**config.mk**
```make
export PLATFORM = sky130hd
export DESIGN_NAME = fall_slot_scheduler_flat
export DESIGN_NICKNAME = d
export VERILOG_FILES = /design/src/rtl/fall_slot_scheduler_if.sv /design/src/rtl/fall_slot_scheduler.sv /design/src/flat_wrapper.sv
export SDC_FILE = /design/constraint.sdc
export NUM_CORES = 1
export LEC_CHECK = 0
export ABC_AREA = 1
export CORE_MARGIN = 1.5
export CORE_UTILIZATION = 36
export CTS_CLUSTER_SIZE = 28
export DETAILED_ROUTE_END_ITERATION = 7
export GPL_TIMING_DRIVEN = 0
export PLACE_DENSITY_LB_ADDON = 0.1
export SLEW_MARGIN = 30
export SYNTH_ARGS = -nofsm -noshare
export SYNTH_HDL_FRONTEND = slang
export SYNTH_SLANG_ARGS = --single-unit
```
**constraint.sdc**
```tcl
create_clock -name clk -period 5.2 [get_ports clk]
set_clock_uncertainty 0.2 [all_clocks]
set_input_delay 0.52 -clock clk [delete_from_list [all_inputs] [get_ports clk]]
set_output_delay 0.52 -clock clk [all_outputs]
set_load 0.05 [all_outputs]
```
**src/rtl/fall_slot_scheduler_if.sv**
```systemverilog
`default_nettype none
// +----------------------------------------------------------------------------+
// | fall_slot_scheduler_if                                                     |
// | Spawn handshake, key input and renderer read port of the slot scheduler.  |
// | Revision: 1.0                                                              |
// +----------------------------------------------------------------------------+
interface fall_slot_scheduler_if #(
  parameter int SLOTS   = 16,
  parameter int X_W     = 10,
  parameter int Y_W     = 9,
  parameter int SPEED_W = 4
);
  localparam int IW = $clog2(SLOTS);

  logic               spawn_valid;
  logic               spawn_ready;
  logic [7:0]         spawn_ch;
  logic [X_W-1:0]     spawn_x;
  logic [SPEED_W-1:0] spawn_speed;
  logic               key_valid;
  logic [7:0]         key_ascii;
  logic [IW-1:0]      rd_slot;
  logic               rd_active;
  logic [7:0]         rd_ch;
  logic [X_W-1:0]     rd_x;
  logic [Y_W-1:0]     rd_y;

  modport master (
    output spawn_valid, spawn_ch, spawn_x, spawn_speed, key_valid, key_ascii, rd_slot,
    input  spawn_ready, rd_active, rd_ch, rd_x, rd_y
  );

  modport slave (
    input  spawn_valid, spawn_ch, spawn_x, spawn_speed, key_valid, key_ascii, rd_slot,
    output spawn_ready, rd_active, rd_ch, rd_x, rd_y
  );
endinterface
`default_nettype wire

```
**src/rtl/fall_slot_scheduler.sv**
```systemverilog
`default_nettype none
// +----------------------------------------------------------------------------+
// | fall_slot_scheduler                                                        |
// | Table of falling characters: spawn, per-frame move/retire, key hit clear. |
// | Optional macro SCORE_PENALTY_EN: unmatched key pulses wrong and costs 1.  |
// | Revision: 1.0                                                              |
// +----------------------------------------------------------------------------+
module fall_slot_scheduler #(
  parameter int SLOTS   = 16,
  parameter int Y_MAX   = 464,
  parameter int X_W     = 10,
  parameter int Y_W     = 9,
  parameter int SPEED_W = 4
) (
  input  wire                     clk,
  input  wire                     rst,
  input  wire                     i_frame_tick,
  fall_slot_scheduler_if.slave    bus,
  output logic                    o_hit_pulse,
  output logic                    o_miss_pulse,
  output logic                    o_wrong_pulse,
  output logic [15:0]             o_score,
  output logic [7:0]              o_miss_count,
  output logic [$clog2(SLOTS):0]  o_active_count,
  output logic                    o_busy
);
  localparam int IW = $clog2(SLOTS);
  localparam logic [IW:0]  c_last_slot = (IW+1)'(SLOTS - 1);
  localparam logic [IW:0]  c_resolve   = (IW+1)'(SLOTS);
  localparam logic [Y_W:0] c_y_max     = (Y_W+1)'(Y_MAX);

  typedef enum logic [1:0] {ST_IDLE = 2'd0, ST_MOVE = 2'd1, ST_KEY = 2'd2} state_t;
  state_t r_state, w_state_nxt;

  logic               r_act [SLOTS];
  logic [7:0]         r_ch  [SLOTS];
  logic [X_W-1:0]     r_x   [SLOTS];
  logic [Y_W-1:0]     r_y   [SLOTS];
  logic [SPEED_W-1:0] r_spd [SLOTS];

  logic           r_tick_pend, r_key_pend;
  logic [7:0]     r_key_ascii, r_key_cur;
  logic [IW:0]    r_idx;
  logic           r_cand_vld;
  logic [IW-1:0]  r_cand_idx;
  logic [Y_W-1:0] r_cand_y;
  logic           r_rd_active;
  logic [7:0]     r_rd_ch;
  logic [X_W-1:0] r_rd_x;
  logic [Y_W-1:0] r_rd_y;

  logic           w_any_free, w_spawn, w_take_tick, w_take_key, w_miss, w_resolve, w_match;
  logic [IW-1:0]  w_free_idx, w_slot;
  logic [Y_W:0]   w_y_new;

  // Downward scan leaves the lowest-index free slot in w_free_idx.
  always_comb begin
    w_any_free = 1'b0;
    w_free_idx = '0;
    for (int i = SLOTS - 1; i >= 0; i--) begin
      if (!r_act[i]) begin
        w_any_free = 1'b1;
        w_free_idx = IW'(i);
      end
    end
  end

  always_comb begin
    w_state_nxt     = r_state;
    w_slot          = r_idx[IW-1:0];
    w_y_new         = {1'b0, r_y[w_slot]} + {{(Y_W+1-SPEED_W){1'b0}}, r_spd[w_slot]};
    w_take_tick     = (r_state == ST_IDLE) && r_tick_pend;
    w_take_key      = (r_state == ST_IDLE) && !r_tick_pend && r_key_pend;
    bus.spawn_ready = !rst && (r_state == ST_IDLE) && !r_tick_pend && !r_key_pend && w_any_free;
    w_spawn         = bus.spawn_ready && bus.spawn_valid;
    w_miss          = (r_state == ST_MOVE) && r_act[w_slot] && (w_y_new >= c_y_max);
    w_resolve       = (r_state == ST_KEY) && (r_idx == c_resolve);
    w_match         = (r_state == ST_KEY) && !r_idx[IW] && r_act[w_slot] &&
                      (r_ch[w_slot] == r_key_cur) && (!r_cand_vld || (r_y[w_slot] > r_cand_y));
    o_miss_pulse    = !rst && w_miss;
    o_hit_pulse     = !rst && w_resolve && r_cand_vld;
`ifdef SCORE_PENALTY_EN
    o_wrong_pulse   = !rst && w_resolve && !r_cand_vld;
`else
    o_wrong_pulse   = 1'b0;
`endif
    case (r_state)
      ST_IDLE: begin
        if (r_tick_pend)     w_state_nxt = ST_MOVE;
        else if (r_key_pend) w_state_nxt = ST_KEY;
      end
      ST_MOVE: if (r_idx == c_last_slot) w_state_nxt = ST_IDLE;
      ST_KEY:  if (r_idx == c_resolve)   w_state_nxt = ST_IDLE;
      default: w_state_nxt = ST_IDLE;
    endcase
  end

  always_ff @(posedge clk) begin
    if (rst) r_state <= ST_IDLE;
    else     r_state <= w_state_nxt;
  end

  always_ff @(posedge clk) begin
    if (rst) begin
      for (int i = 0; i < SLOTS; i++) begin
        r_act[i] <= 1'b0;
        r_ch[i]  <= '0;
        r_x[i]   <= '0;
        r_y[i]   <= '0;
        r_spd[i] <= '0;
      end
      r_tick_pend    <= 1'b0;
      r_key_pend     <= 1'b0;
      r_key_ascii    <= '0;
      r_key_cur      <= '0;
      r_idx          <= '0;
      r_cand_vld     <= 1'b0;
      r_cand_idx     <= '0;
      r_cand_y       <= '0;
      r_rd_active    <= 1'b0;
      r_rd_ch        <= '0;
      r_rd_x         <= '0;
      r_rd_y         <= '0;
      o_score        <= '0;
      o_miss_count   <= '0;
      o_active_count <= '0;
    end else begin
      // A request arriving in its own consume cycle re-arms the flag.
      r_tick_pend <= i_frame_tick || (r_tick_pend && !w_take_tick);
      r_key_pend  <= bus.key_valid || (r_key_pend && !w_take_key);
      if (bus.key_valid) r_key_ascii <= bus.key_ascii;
      if (w_take_key)    r_key_cur   <= r_key_ascii;

      r_rd_active <= r_act[bus.rd_slot];
      r_rd_ch     <= r_ch[bus.rd_slot];
      r_rd_x      <= r_x[bus.rd_slot];
      r_rd_y      <= r_y[bus.rd_slot];

      case (r_state)
        ST_IDLE: begin
          r_idx      <= '0;
          r_cand_vld <= 1'b0;
          if (w_spawn) begin
            r_act[w_free_idx] <= 1'b1;
            r_ch[w_free_idx]  <= bus.spawn_ch;
            r_x[w_free_idx]   <= bus.spawn_x;
            r_y[w_free_idx]   <= '0;
            r_spd[w_free_idx] <= bus.spawn_speed;
            o_active_count    <= o_active_count + 1'b1;
          end
        end
        ST_MOVE: begin
          r_idx <= r_idx + 1'b1;
          if (w_miss) begin
            r_act[w_slot]  <= 1'b0;
            o_active_count <= o_active_count - 1'b1;
            if (o_miss_count != 8'hFF) o_miss_count <= o_miss_count + 1'b1;
          end else if (r_act[w_slot]) begin
            r_y[w_slot] <= w_y_new[Y_W-1:0];
          end
        end
        ST_KEY: begin
          r_idx <= r_idx + 1'b1;
          if (w_match) begin
            r_cand_vld <= 1'b1;
            r_cand_idx <= w_slot;
            r_cand_y   <= r_y[w_slot];
          end
          if (w_resolve && r_cand_vld) begin
            r_act[r_cand_idx] <= 1'b0;
            o_active_count    <= o_active_count - 1'b1;
            if (o_score != 16'hFFFF) o_score <= o_score + 1'b1;
          end
`ifdef SCORE_PENALTY_EN
          if (w_resolve && !r_cand_vld && (o_score != 16'h0000)) o_score <= o_score - 1'b1;
`endif
        end
        default: r_idx <= '0;
      endcase
    end
  end

  assign bus.rd_active = r_rd_active;
  assign bus.rd_ch     = r_rd_ch;
  assign bus.rd_x      = r_rd_x;
  assign bus.rd_y      = r_rd_y;
  assign o_busy        = (r_state != ST_IDLE);
endmodule
`default_nettype wire

```
**src/flat_wrapper.sv**
```systemverilog
// flat-port wrapper written by rule: the top's interface ports become plain ports
module fall_slot_scheduler_flat 
#(
  parameter int SLOTS   = 16,
  parameter int Y_MAX   = 464,
  parameter int X_W     = 10,
  parameter int Y_W     = 9,
  parameter int SPEED_W = 4
)
  (clk, rst, i_frame_tick, o_hit_pulse, o_miss_pulse, o_wrong_pulse, o_score, o_miss_count, o_active_count, o_busy, bus_spawn_valid, bus_spawn_ch, bus_spawn_x, bus_spawn_speed, bus_key_valid, bus_key_ascii, bus_rd_slot, bus_spawn_ready, bus_rd_active, bus_rd_ch, bus_rd_x, bus_rd_y);
  fall_slot_scheduler_if #(.SLOTS(SLOTS), .X_W(X_W), .Y_W(Y_W), .SPEED_W(SPEED_W)) bus_i ();
  input  wire clk;
  input  wire rst;
  input  wire i_frame_tick;
  output logic o_hit_pulse;
  output logic o_miss_pulse;
  output logic o_wrong_pulse;
  output logic [15:0] o_score;
  output logic [7:0] o_miss_count;
  output logic [$clog2(SLOTS):0] o_active_count;
  output logic o_busy;
  input wire logic [$bits(bus_i.spawn_valid)-1:0] bus_spawn_valid;
  input wire logic [$bits(bus_i.spawn_ch)-1:0] bus_spawn_ch;
  input wire logic [$bits(bus_i.spawn_x)-1:0] bus_spawn_x;
  input wire logic [$bits(bus_i.spawn_speed)-1:0] bus_spawn_speed;
  input wire logic [$bits(bus_i.key_valid)-1:0] bus_key_valid;
  input wire logic [$bits(bus_i.key_ascii)-1:0] bus_key_ascii;
  input wire logic [$bits(bus_i.rd_slot)-1:0] bus_rd_slot;
  output wire logic [$bits(bus_i.spawn_ready)-1:0] bus_spawn_ready;
  output wire logic [$bits(bus_i.rd_active)-1:0] bus_rd_active;
  output wire logic [$bits(bus_i.rd_ch)-1:0] bus_rd_ch;
  output wire logic [$bits(bus_i.rd_x)-1:0] bus_rd_x;
  output wire logic [$bits(bus_i.rd_y)-1:0] bus_rd_y;
  assign bus_i.spawn_valid = bus_spawn_valid;
  assign bus_i.spawn_ch = bus_spawn_ch;
  assign bus_i.spawn_x = bus_spawn_x;
  assign bus_i.spawn_speed = bus_spawn_speed;
  assign bus_i.key_valid = bus_key_valid;
  assign bus_i.key_ascii = bus_key_ascii;
  assign bus_i.rd_slot = bus_rd_slot;
  assign bus_spawn_ready = bus_i.spawn_ready;
  assign bus_rd_active = bus_i.rd_active;
  assign bus_rd_ch = bus_i.rd_ch;
  assign bus_rd_x = bus_i.rd_x;
  assign bus_rd_y = bus_i.rd_y;
  fall_slot_scheduler #(.SLOTS(SLOTS), .Y_MAX(Y_MAX), .X_W(X_W), .Y_W(Y_W), .SPEED_W(SPEED_W)) u_core (.clk(clk), .rst(rst), .i_frame_tick(i_frame_tick), .bus(bus_i), .o_hit_pulse(o_hit_pulse), .o_miss_pulse(o_miss_pulse), .o_wrong_pulse(o_wrong_pulse), .o_score(o_score), .o_miss_count(o_miss_count), .o_active_count(o_active_count), .o_busy(o_busy));
endmodule
```
; Word-level counts from Yosys, hierarchy flattened
; Memory sizes are Yosys's and may differ from the RTL's. A register that Yosys moved wholly into a read port is not among the register bits.
; Cells that the tools add are included.
[word_totals]
inputBits = 39
rom_bits = 0
ff_bits = 68
output_inout_bits = 62
mem_bits_rw = 512
latchBits = 0
memories = 5
elab_cells = 181
[mem_list]
columns = name, words, width, read_ports, rd_ports_with_merged_regs, write_ports, line
row1 = u_core.r_x, 16, 10, 1, 1, 16, fall_slot_scheduler.sv:37  ; logic [X_W-1:0] r_x [SLOTS];
row2 = u_core.r_y, 16, 9, 2, 2, 16, fall_slot_scheduler.sv:38  ; logic [Y_W-1:0] r_y [SLOTS];
row3 = u_core.r_ch, 16, 8, 2, 2, 16, fall_slot_scheduler.sv:36  ; logic [7:0] r_ch [SLOTS];
row4 = u_core.r_spd, 16, 4, 1, 1, 16, fall_slot_scheduler.sv:39  ; logic [SPEED_W-1:0] r_spd [SLOTS];
row5 = u_core.r_act, 16, 1, 18, 2, 16, fall_slot_scheduler.sv:35  ; logic r_act [SLOTS];
[op_classes]
n_eq_ne = 14
div = 0
reduce_logical = 51
mux = 90
n_shift = 0
magnitude_cmp = 2
add_sub_neg = 6
bitwise_logic = 1
n_mul = 0
[ops]
columns = cell, count
row1 = 4-bit 2-to-1 mux, 29
row2 = 1-bit 2-to-1 mux, 47
row3 = 1-bit logical AND, 21
row4 = 9-bit 2-to-1 mux, 2
row5 = 9-bit OR reduction, 2
row6 = "16-bit by 1-bit adder with 16-bit output, second input constant", 1
row7 = "16-bit inequality test, second input constant", 1
row8 = 5-bit 2-to-1 mux, 3
row9 = 5-bit case mux with 3 select lines, 1
row10 = "5-bit by 1-bit adder with 5-bit output, second input constant", 2
row11 = 9-bit by 4-bit adder with 10-bit output, 1
row12 = "10-bit by 9-bit greater-or-equal comparator with 1-bit output, second input constant", 1
row13 = 10-bit 2-to-1 mux, 1
row14 = 10-bit OR reduction, 1
row15 = 9-bit greater-than comparator, 1
row16 = 3-bit AND reduction, 3
row17 = "8-bit by 1-bit adder with 8-bit output, second input constant", 1
row18 = 8-bit == test, 1
row19 = 2-bit 2-to-1 mux, 4
row20 = 8-bit 2-to-1 mux, 1
row21 = "8-bit inequality test, second input constant", 1
row22 = 8-bit OR reduction, 1
row23 = 1-bit logical NOT, 7
row24 = "2-bit by 1-bit inequality test with 1-bit output, second input constant", 3
row25 = other kinds (19), 28

; Longest topological paths before layout
; Gate-level depths: netlist of run 1.
; An unclocked memory read counts as a cell.
[logic_depth]
word_depth = 27
ltp_mapped = 32
mapped_depth_nobuf = 25

; Worst setup path after synthesis of run 1
; No wires, ideal clock.
[synth_path]
kind = reg2reg
start = register u_core.r_idx[0]
end = memory u_core.r_y[0][0] (enable)
n_path_buf = 8
synth_period_minus_slack_ns = 5.389
slack_ns = -0.189
t_arrival_ns = 4.801
setup_ns = 0.387
t_required_ns = 4.613
stages_incl_launch_ff = 30
path_cell_list = dfxtp_1 buf_6 inv_2 buf_2 buf_2 clkbuf_1 clkbuf_1 clkbuf_1 clkbuf_1 o21ai_0 o22ai_1 nand2_1 nand4_1 ha_1 nand2_1 nand2_1 a31oi_1 inv_1 nor2_1 nor2_1 a21oi_1 nor2_1 nand3_1 nand2_1 nor2_4 buf_6 o21ai_1 nor2_1 nand2_2 o21ai_0
[synth_lines]
columns = item, line
row1 = start: declaration, fall_slot_scheduler.sv:43  ; logic [IW:0] r_idx;
row2 = start signal: assignment, fall_slot_scheduler.sv:153  ; r_idx <= r_idx + 1'b1;
row3 = start signal: assignment, fall_slot_scheduler.sv:163  ; r_idx <= r_idx + 1'b1;
row4 = end: declaration, fall_slot_scheduler.sv:38

==> summary.md, run 1 <==
| Metric | Value |
|---|---|
| Nature of the critical path endpoint | `output port` |
| CTS tree | `yes` |
| CTS Sinks | `608` |
| WHS Endpoint | `u_core.o_miss_count[4]$_SDFFE_PP0P_` |
| Vias in the first global route | `26200` |
| # DRC | `0` |
| Wire length per cell | `29.6 microns` |
| I/O Buffers | `97` |
| Psw | `between 5 and 6 mW` |
| Internal | `9.97 mW` |
| Mapped Area | `30200 sq um` |
| Post-DP HPWL | `96500 microns` |
| DR vias | `between 20000 and 30000` |
| Final net count | `~3700` |
| DRT Pass-1 Iters | `6` |
| Lkg Pwr | `13.8 nW` |
| Status | `completed` |
| Synth warn | `0` |
| Slew margin rel. | `23.5%` |
| Post-synth EDFFs | `about 510` |
| Row count | `106` |
| H-tree depth | `3` |
| Crit path required time | `between 4 and 5 ns` |
| Commonest non-fill, non-tap cell in the layout | `nor2_1` |
| Simple-gate share of the synthesized area | `18.7%` |
| Synthesized net count | `3466` |
| Global route overflow | `0` |
| Reg clk slew, reported paths | `0.06 ns` |
| Worst Hold Path Cells | `2` |
| CTS max path bufs | `3` |
| DRT iter0 DRCs | `4077` |
| Combinational share of power | `between 20% and 30%` |
| Crit Path Class | `flop to output port` |
| Largest net degree at the start of global routing | `23` |
| Clock power share | `36.1%` |
| Post-synthesis xor/xnor area fraction | `less than 1%` |
| Maximum VDD drop | `269 uV` |
| Final min period | `5.16 ns` |
| Setup-failing EPs final | `0` |
| Initial Utilization | `36.2%` |
| Finished Core Util | `about 45%` |
| Main combinational cell family by area after synthesis | `simple AND/OR/NAND/NOR gates` |
| Synth Flop Type | `edfxtp_1` |
| Period utilization | `a little under 100%` |
| Seq cells post-synth | `608` |
| Share of post-route cells with drive strength above 1 | `~13%` |
| Post-synthesis sequential area ratio | `57.2%` |
| Unrepaired setup endpoints after global routing | `false` |
| Worst-path fanout max | `19` |
| Post-DP Area | `32900 sq um` |
| Worst-Margin Slew | `between 1 and 1.5 ns` |
| Worst-Skew Late Latency | `between 0.6 and 0.7 ns` |
| Die ar. | `85700 sq um` |
| Unique masters post-synth | `50` |
| Core box area | `around 83000 sq um` |
| Max Clock Freq | `194 MHz` |
| Gpl congestion | `0.991` |
| Final Max Tran Viols | `0` |
| Place WS | `-3.06 ns` |
| Ys async rst share | `0%` |
| CP peak stage delay | `0.40 ns` |
| Die Ht | `293 microns` |
| Critical path, cell by cell | `buf_12, buf_12, buf_4, o21ai_0, o22ai_2, nand2_1, nand4_1, ha_2, fa_2, a31oi_4, inv_2, nor2_4, nor2_4, a21oi_2, nor2_2, nand3_1, nand2_2, buf_12, nand2_8, inv_1, buf_6` |
| Antenna Nets Post-Route | `0` |
| P per Cell Area | `408 nW/um^2` |
| Signal arrival time at the worst endpoint | `4.44 ns` |
| Net Sw Frac | `34.4%` |
| Total GRT Usage | `32.4%` |
| Gate Count Post-Synth | `3400` |
| CTS root buffer | `clkbuf_16` |
| Final worst slack | `0.0423 ns` |
| First-pass GRT wire length | `195000 microns` |
| Syn-to-layout area delta | `23.1%` |
| Max_cap viols | `0` |
| Synth Area in Compound Gates | `16.1%` |
| Final Hold Viols | `0` |
| Worst r2r src | `u_core.r_idx[1]$_SDFF_PP0_` |
| CP top delay family | `buffers and inverters` |
| Drt via density | `between 5 and 6` |
| Mux cell area share after synthesis | `0%` |
| Most frequent CP cell | `buf_12` |
| Cts bufs inserted | `72` |
| Highest-count cells in the layout ignoring fill and taps | `nor2_1, edfxtp_1, o21ai_0, nand2_1, a21oi_1` |
| R2R Setup Slk | `0.05 ns` |
| Syn avg cell area | `slightly below 9 sq um` |
| Seq pwr share | `37.0%` |
| Worst setup SP type | `flop` |
| R2R cell count | `26` |
| Hold/Removal Path Class | `flop to flop` |
| Die X | `293 microns` |
| Post-synthesis adder-cell area fraction | `under 10%` |
| Initial antenna violation count | `13` |
| Total wire length | `142000 microns` |
| I/O pin cnt | `approximately 100` |
| CP max stage cell | `dfxtp_4` |
| Final Instance Area | `between 30000 and 40000 sq um` |
| Reg-to-reg endpoint | `u_core.r_y[1][5]$_SDFFCE_PN0P_` |
| Hold path startpoint | `u_core.o_miss_count[4]$_SDFFE_PP0P_` |
| CP bufs+invs | `7` |
## area by class of cell
class	count	area [sq um]
flip-flops and latches	608	17300
inverters	246	947
clock buffers	96	2040
clock inverters	38	508
multi-input cells	2306	11800
well taps	1080	1350
diodes	1	2.50
plain buffers	233	1350
repair inverters	1	8.76
repair buffers	180	1910
fillers	8191	46200
## per-layer routing
metal,GRT usage [%],up-vias,routed length [microns]
met4,17.5,2,8550
met5,0,-,13
li1,-,12200,-
met1,41.9,13700,55900
met3,8.13,463,15400
met2,49.8,1770,62000
## synthesized netlist by cell type, types with 12 or more instances
cell type | count | share of area [%]
o221ai_1 | 26 | 0.75
o211ai_1 | 69 | 1.7
nand4_1 | 22 | 0.46
nor2_1 | 761 | 9.4
dfxtp_1 | 96 | 6.4
inv_1 | 231 | 2.9
clkbuf_1 | 178 | 2.2
o21ai_0 | 471 | 7.8
buf_2 | 37 | 0.61
nand3_1 | 118 | 2.0
nor3_1 | 40 | 0.66
buf_1 | 19 | 0.24
o22ai_1 | 30 | 0.62
nand2_2 | 12 | 0.25
nand2_1 | 367 | 4.6
a21oi_1 | 253 | 4.2
edfxtp_1 | 512 | 51
inv_2 | 12 | 0.15
nor3_2 | 14 | 0.46
ha_1 | 25 | 1.0
o21ai_1 | 18 | 0.30
## worst max-delay path by stage
stage          cells past startpoint                            from                          endpoint  slack [ns]
2_1_floorplan                     30      u_core.r_idx[0]$_SDFF_PP0_   u_core.r_y[14][0]$_SDFFCE_PN0P_        0.05
5_1_grt                           15  u_core.r_state[1]$_SDFFE_PP0P_  u_core.r_ch[12][0]$_SDFFCE_PN0P_       0.004
4_1_cts                           28      u_core.r_idx[0]$_SDFF_PP0_    u_core.r_y[1][4]$_SDFFCE_PN0P_       -0.06
3_5_place_dp                      29      u_core.r_idx[0]$_SDFF_PP0_    u_core.r_y[0][4]$_SDFFCE_PN0P_       -3.06
3_3_place_gp                      30      u_core.r_idx[0]$_SDFF_PP0_   u_core.r_y[14][5]$_SDFFCE_PN0P_       -3.14
6_report                          21      u_core.r_idx[1]$_SDFF_PP0_                      o_miss_pulse        0.04
## flip-flops by register name, indices dropped and copies added (netlist names), 9 cells and up
name / flops
u_core.r_ch: 128
u_core.r_x: 160
u_core.bus.rd_y: 9
u_core.r_spd: 64
u_core.o_score: 16
u_core.r_act: 16
u_core.r_cand_y: 9
u_core.bus.rd_x: 10
u_core.r_y: 144
## power groups by stage
stage | clock [mW] | combinational, mW | sequential (mW)
after floorplan | 0 | 1.88 | 5.81
after CTS | 5.50 | 3.90 | 5.62
final | 5.49 | 4.09 | 5.62
after detailed placement | 0 | 3.38 | 5.72
after global placement | 0 | 3.35 | 5.72
after global routing | 5.69 | 4.30 | 5.64
## through the flow
stage               TNS (ns)  instances  hold slack [ns]  total power [mW]
floorplan                  0       3400            0.241              7.69
global placement     -969.27       4577            0.248              9.07
detailed placement   -861.45       4587            0.256              9.10
CTS                    -1.74       4769            0.251              15.0
global route               0       4788            0.275              15.6
finish                     0       4789            0.261              15.2
## logic make-up after synthesis
| group | after synthesis |
|---|---|
| AND/OR/NAND/NOR | 1369 |
| AO/OA/AOI/OAI | 892 |
| flip-flops | 608 |
| buffers and inverters | 495 |
| adder cells (fa/ha/maj) | 27 |
| XOR/XNOR | 8 |
| other | 1 |
## worst reg2reg max path, cell delays in order, from the launching register on
cell and delay, ns:
dfxtp_4 0.40, buf_12 0.18, buf_12 0.17, buf_4 0.24, o21ai_0 0.16, o22ai_2 0.13
nand2_1 0.08, nand4_1 0.40, ha_2 0.37, fa_2 0.39, a31oi_4 0.26, inv_2 0.09
nor2_4 0.12, nor2_4 0.05, a21oi_2 0.12, nor2_2 0.05, nand3_1 0.08, nand2_2 0.10
nor2_4 0.19, buf_6 0.15, nand2_2 0.06, o21ai_4 0.11, nand2_4 0.11, nor2_4 0.17
buf_4 0.14, nand2_4 0.14, nand2_8 0.17
## what timing repair did
item                                    in CTS  in global routing
buffers inserted                            45                 22
cloned                                      12                  2
endpoints found under the setup margin     364                414
gates resized for setup                    186                 92
pin swaps                                   22                 32
hold buffers                                 0                  0
No activity file was read; power rests on OpenSTA's default activity.
==> run 2: changes to the inputs <==
--- a/config.mk
+++ b/config.mk
@@ -16,3 +16,4 @@
 export SYNTH_ARGS = -nofsm -noshare
 export SYNTH_HDL_FRONTEND = slang
 export SYNTH_SLANG_ARGS = --single-unit
+export TNS_END_PERCENT = 5
==> summary.md, run 2 (same netlist as run 1, synthesis figures left out) <==
| Metric | Value |
|---|---|
| Initial antenna violation count | `12 (-1)` |
| Die ar. | `85700 sq um (unchanged)` |
| Reg clk slew, reported paths | `0.06 ns (about the same)` |
| Syn-to-layout area delta | `23.8%` |
| CP Capture Point | `u_core.r_y[2][6]$_SDFFCE_PN0P_` |
| CTS max path bufs | `3 (unchanged)` |
| Setup TNS Final | `-0.260 ns (-0.260 ns)` |
| Initial Utilization | `36.2% (unchanged)` |
| Vias in the first global route | `26100 (-0.42%)` |
| Cts hold-fix bufs | `0 (unchanged)` |
| Post-DP HPWL | `96500 microns (unchanged)` |
| Period utilization | `100% (+1.2 points)` |
| Setup-failing EPs final | `29 (+29)` |
| Highest-count cells in the layout ignoring fill and taps | `nor2_1, edfxtp_1, o21ai_0, nand2_1, a21oi_1` |
| R2R cell count | `28 (+7.7%)` |
| Post-DP Area | `32900 sq um (unchanged)` |
| Status | `finished, violations left` |
| # DRC | `0 (unchanged)` |
| Unrepaired setup endpoints after global routing | `true` |
| Total wire length | `142000 microns (+0.38%)` |
| Worst setup SP type | `flop` |
| Final Hold Viols | `0 (unchanged)` |
| Worst r2r src | `u_core.r_idx[1]$_SDFF_PP0_` |
| Commonest non-fill, non-tap cell in the layout | `nor2_1` |
| Final min period | `5.22 ns (+0.0613 ns)` |
| Worst-path fanout max | `19 (unchanged)` |
| Maximum VDD drop | `274 uV (+1.5%)` |
| CP peak stage delay | `0.64 ns (+0.24 ns)` |
| First-pass GRT wire length | `194000 microns (-0.35%)` |
| Biggest regs | `u_core.r_x x160, u_core.r_y x144, u_core.r_ch x128` |
| Die X | `293 microns (unchanged)` |
| Crit path required time | `5.36 ns (+0.88 ns)` |
| Failing checks | `negative setup slack` |
| CTS root buffer | `clkbuf_16` |
| I/O pin cnt | `101 (unchanged)` |
| Final Max Tran Viols | `0 (unchanged)` |
| DRT Pass-1 Iters | `7 (+1)` |
| CP max stage cell | `o21ai_0` |
| P per Cell Area | `407 nW/um^2 (-0.28%)` |
| Hold/Removal Path Class | `flop to flop` |
| Nature of the critical path endpoint | `flop` |
| Crit Path Class | `flop to flop` |
| Wire length per cell | `29.6 microns (about the same)` |
| H-tree depth | `3 (unchanged)` |
| Top reg by flops | `u_core.r_x` |
| Slew margin rel. | `20.3% (-3.2 points)` |
| Global route overflow | `0 (unchanged)` |
| Lkg Pwr | `13.9 nW (+0.67%)` |
| CTS tree | `yes` |
| Max reg flops | `160 (unchanged)` |
| Row count | `106 (unchanged)` |
| Core box area | `83400 sq um (unchanged)` |
| Die Ht | `293 microns (unchanged)` |
| Share of post-route cells with drive strength above 1 | `13.0% (+0.31 points)` |
| Signal arrival time at the worst endpoint | `5.38 ns (+0.94 ns)` |
| Max_cap viols | `0 (unchanged)` |
| Drt via density | `5.87 (-0.16%)` |
| Worst-Margin Slew | `1.19 ns (+0.0479 ns)` |
| Largest net degree at the start of global routing | `23 (unchanged)` |
| Cts bufs inserted | `72 (unchanged)` |
| Crit path launch | `u_core.r_idx[1]$_SDFF_PP0_` |
| Antenna Nets Post-Route | `0 (unchanged)` |
| Worst-Skew Late Latency | `0.66 ns (about the same)` |
| Reg-to-reg endpoint | `u_core.r_y[2][6]$_SDFFCE_PN0P_` |
| Total power | `15.2 mW (+0.35%)` |
| Final worst slack | `-0.0190 ns (-0.0613 ns)` |
| Gpl congestion | `0.991 (unchanged)` |
| Final net count | `3725 (+0.30%)` |
| Max Clock Freq | `192 MHz (-1.2%)` |
| DR vias | `28200 (+0.21%)` |
| Final Instance Area | `37400 sq um (+0.63%)` |
| CTS Sinks | `608 (unchanged)` |
| R2R Setup Slk | `-0.02 ns (-0.07 ns)` |
| Total GRT Usage | `32.3% (-0.11 points)` |
| I/O Buffers | `97 (unchanged)` |
| DRT iter0 DRCs | `3994 (-2.0%)` |
-- run 2: cell count changes in the layout (fill, tap and decap cells not counted), sizes merged --
cell    change
diode       +7
clkbuf      +4
buf         +7
-- run 2: per-layer routing --
| metal | GRT usage, % | wire (microns) | up-vias |
|---|---|---|---|
| met3 | 7.69 | 15300 | 444 |
| li1 | - | - | 12200 |
| met4 | 17.2 | 8440 | 2 |
| met1 | 41.8 | 55800 | 13700 |
| met2 | 50.0 | 62800 | 1819 |
| met5 | 0 | 17 | - |
-- run 2: per-stage QoR --
| stage | util, % | cells | hold slack (ns) | setup WS (ns) |
|---|---|---|---|---|
| global route | 44.9 | 4799 | 0.275 | -0.0280 |
| CTS | 43.8 | 4757 | 0.251 | -0.0703 |
| global placement | 39.0 | 4577 | 0.248 | -3.14 |
| floorplan | - | 3400 | 0.241 | 0.0475 |
| detailed placement | 39.4 | 4587 | 0.256 | -3.06 |
| finish | 44.9 | 4807 | 0.261 | -0.0190 |
-- run 2: worst min path at each step --
stage	end	slack, ns	cells past startpoint	from
final	u_core.o_miss_count[4]$_SDFFE_PP0P_	0.26	2	u_core.o_miss_count[4]$_SDFFE_PP0P_
after global routing	u_core.r_key_ascii[5]$_SDFFE_PP0P_	0.27	3	bus_key_ascii[5]
after CTS	u_core.r_key_ascii[0]$_SDFFE_PP0P_	0.25	3	bus_key_ascii[0]
after detailed placement	u_core.o_active_count[4]$_SDFFE_PP0P_	0.26	1	u_core.o_active_count[4]$_SDFFE_PP0P_
after global placement	u_core.o_active_count[4]$_SDFFE_PP0P_	0.25	1	u_core.o_active_count[4]$_SDFFE_PP0P_
after floorplan	u_core.r_key_cur[3]$_SDFFE_PP0P_	0.24	2	u_core.r_key_cur[3]$_SDFFE_PP0P_
-- run 2: layout make-up --
type / instances / area [sq um]
multi-input cells: 2306 / 11800
diodes: 8 / 20.0
flip-flops and latches: 608 / 17300
plain buffers: 236 / 1420
clock inverters: 38 / 508
repair buffers: 188 / 2050
clock buffers: 96 / 2040
repair inverters: 1 / 8.76
fillers: 8162 / 46000
inverters: 246 / 947
well taps: 1080 / 1350
-- run 2: report_power, final --
group	leakage, nW	switching [mW]	internal (mW)	total, mW
sequential	6.08	0.119	5.50	5.62
combinational	6.60	2.80	1.33	4.13
clock	1.25	2.33	3.16	5.50
-- run 2: critical path: cells and delay by family (launching register included) --
kind / cells / cell delay (ns)
buf+inv: 12 / 1.79
compound gates: 5 / 1.24
simple gates: 10 / 1.04
flops: 1 / 0.43
fa+ha+maj: 1 / 0.22
-- run 2: repair_timing --
action / in CTS / in global routing
buffers inserted: 37 / 37
pin swaps: 19 / 38
cloned: 8 / 7
setup endpoints to repair: 364 / 415
resized for setup: 184 / 90
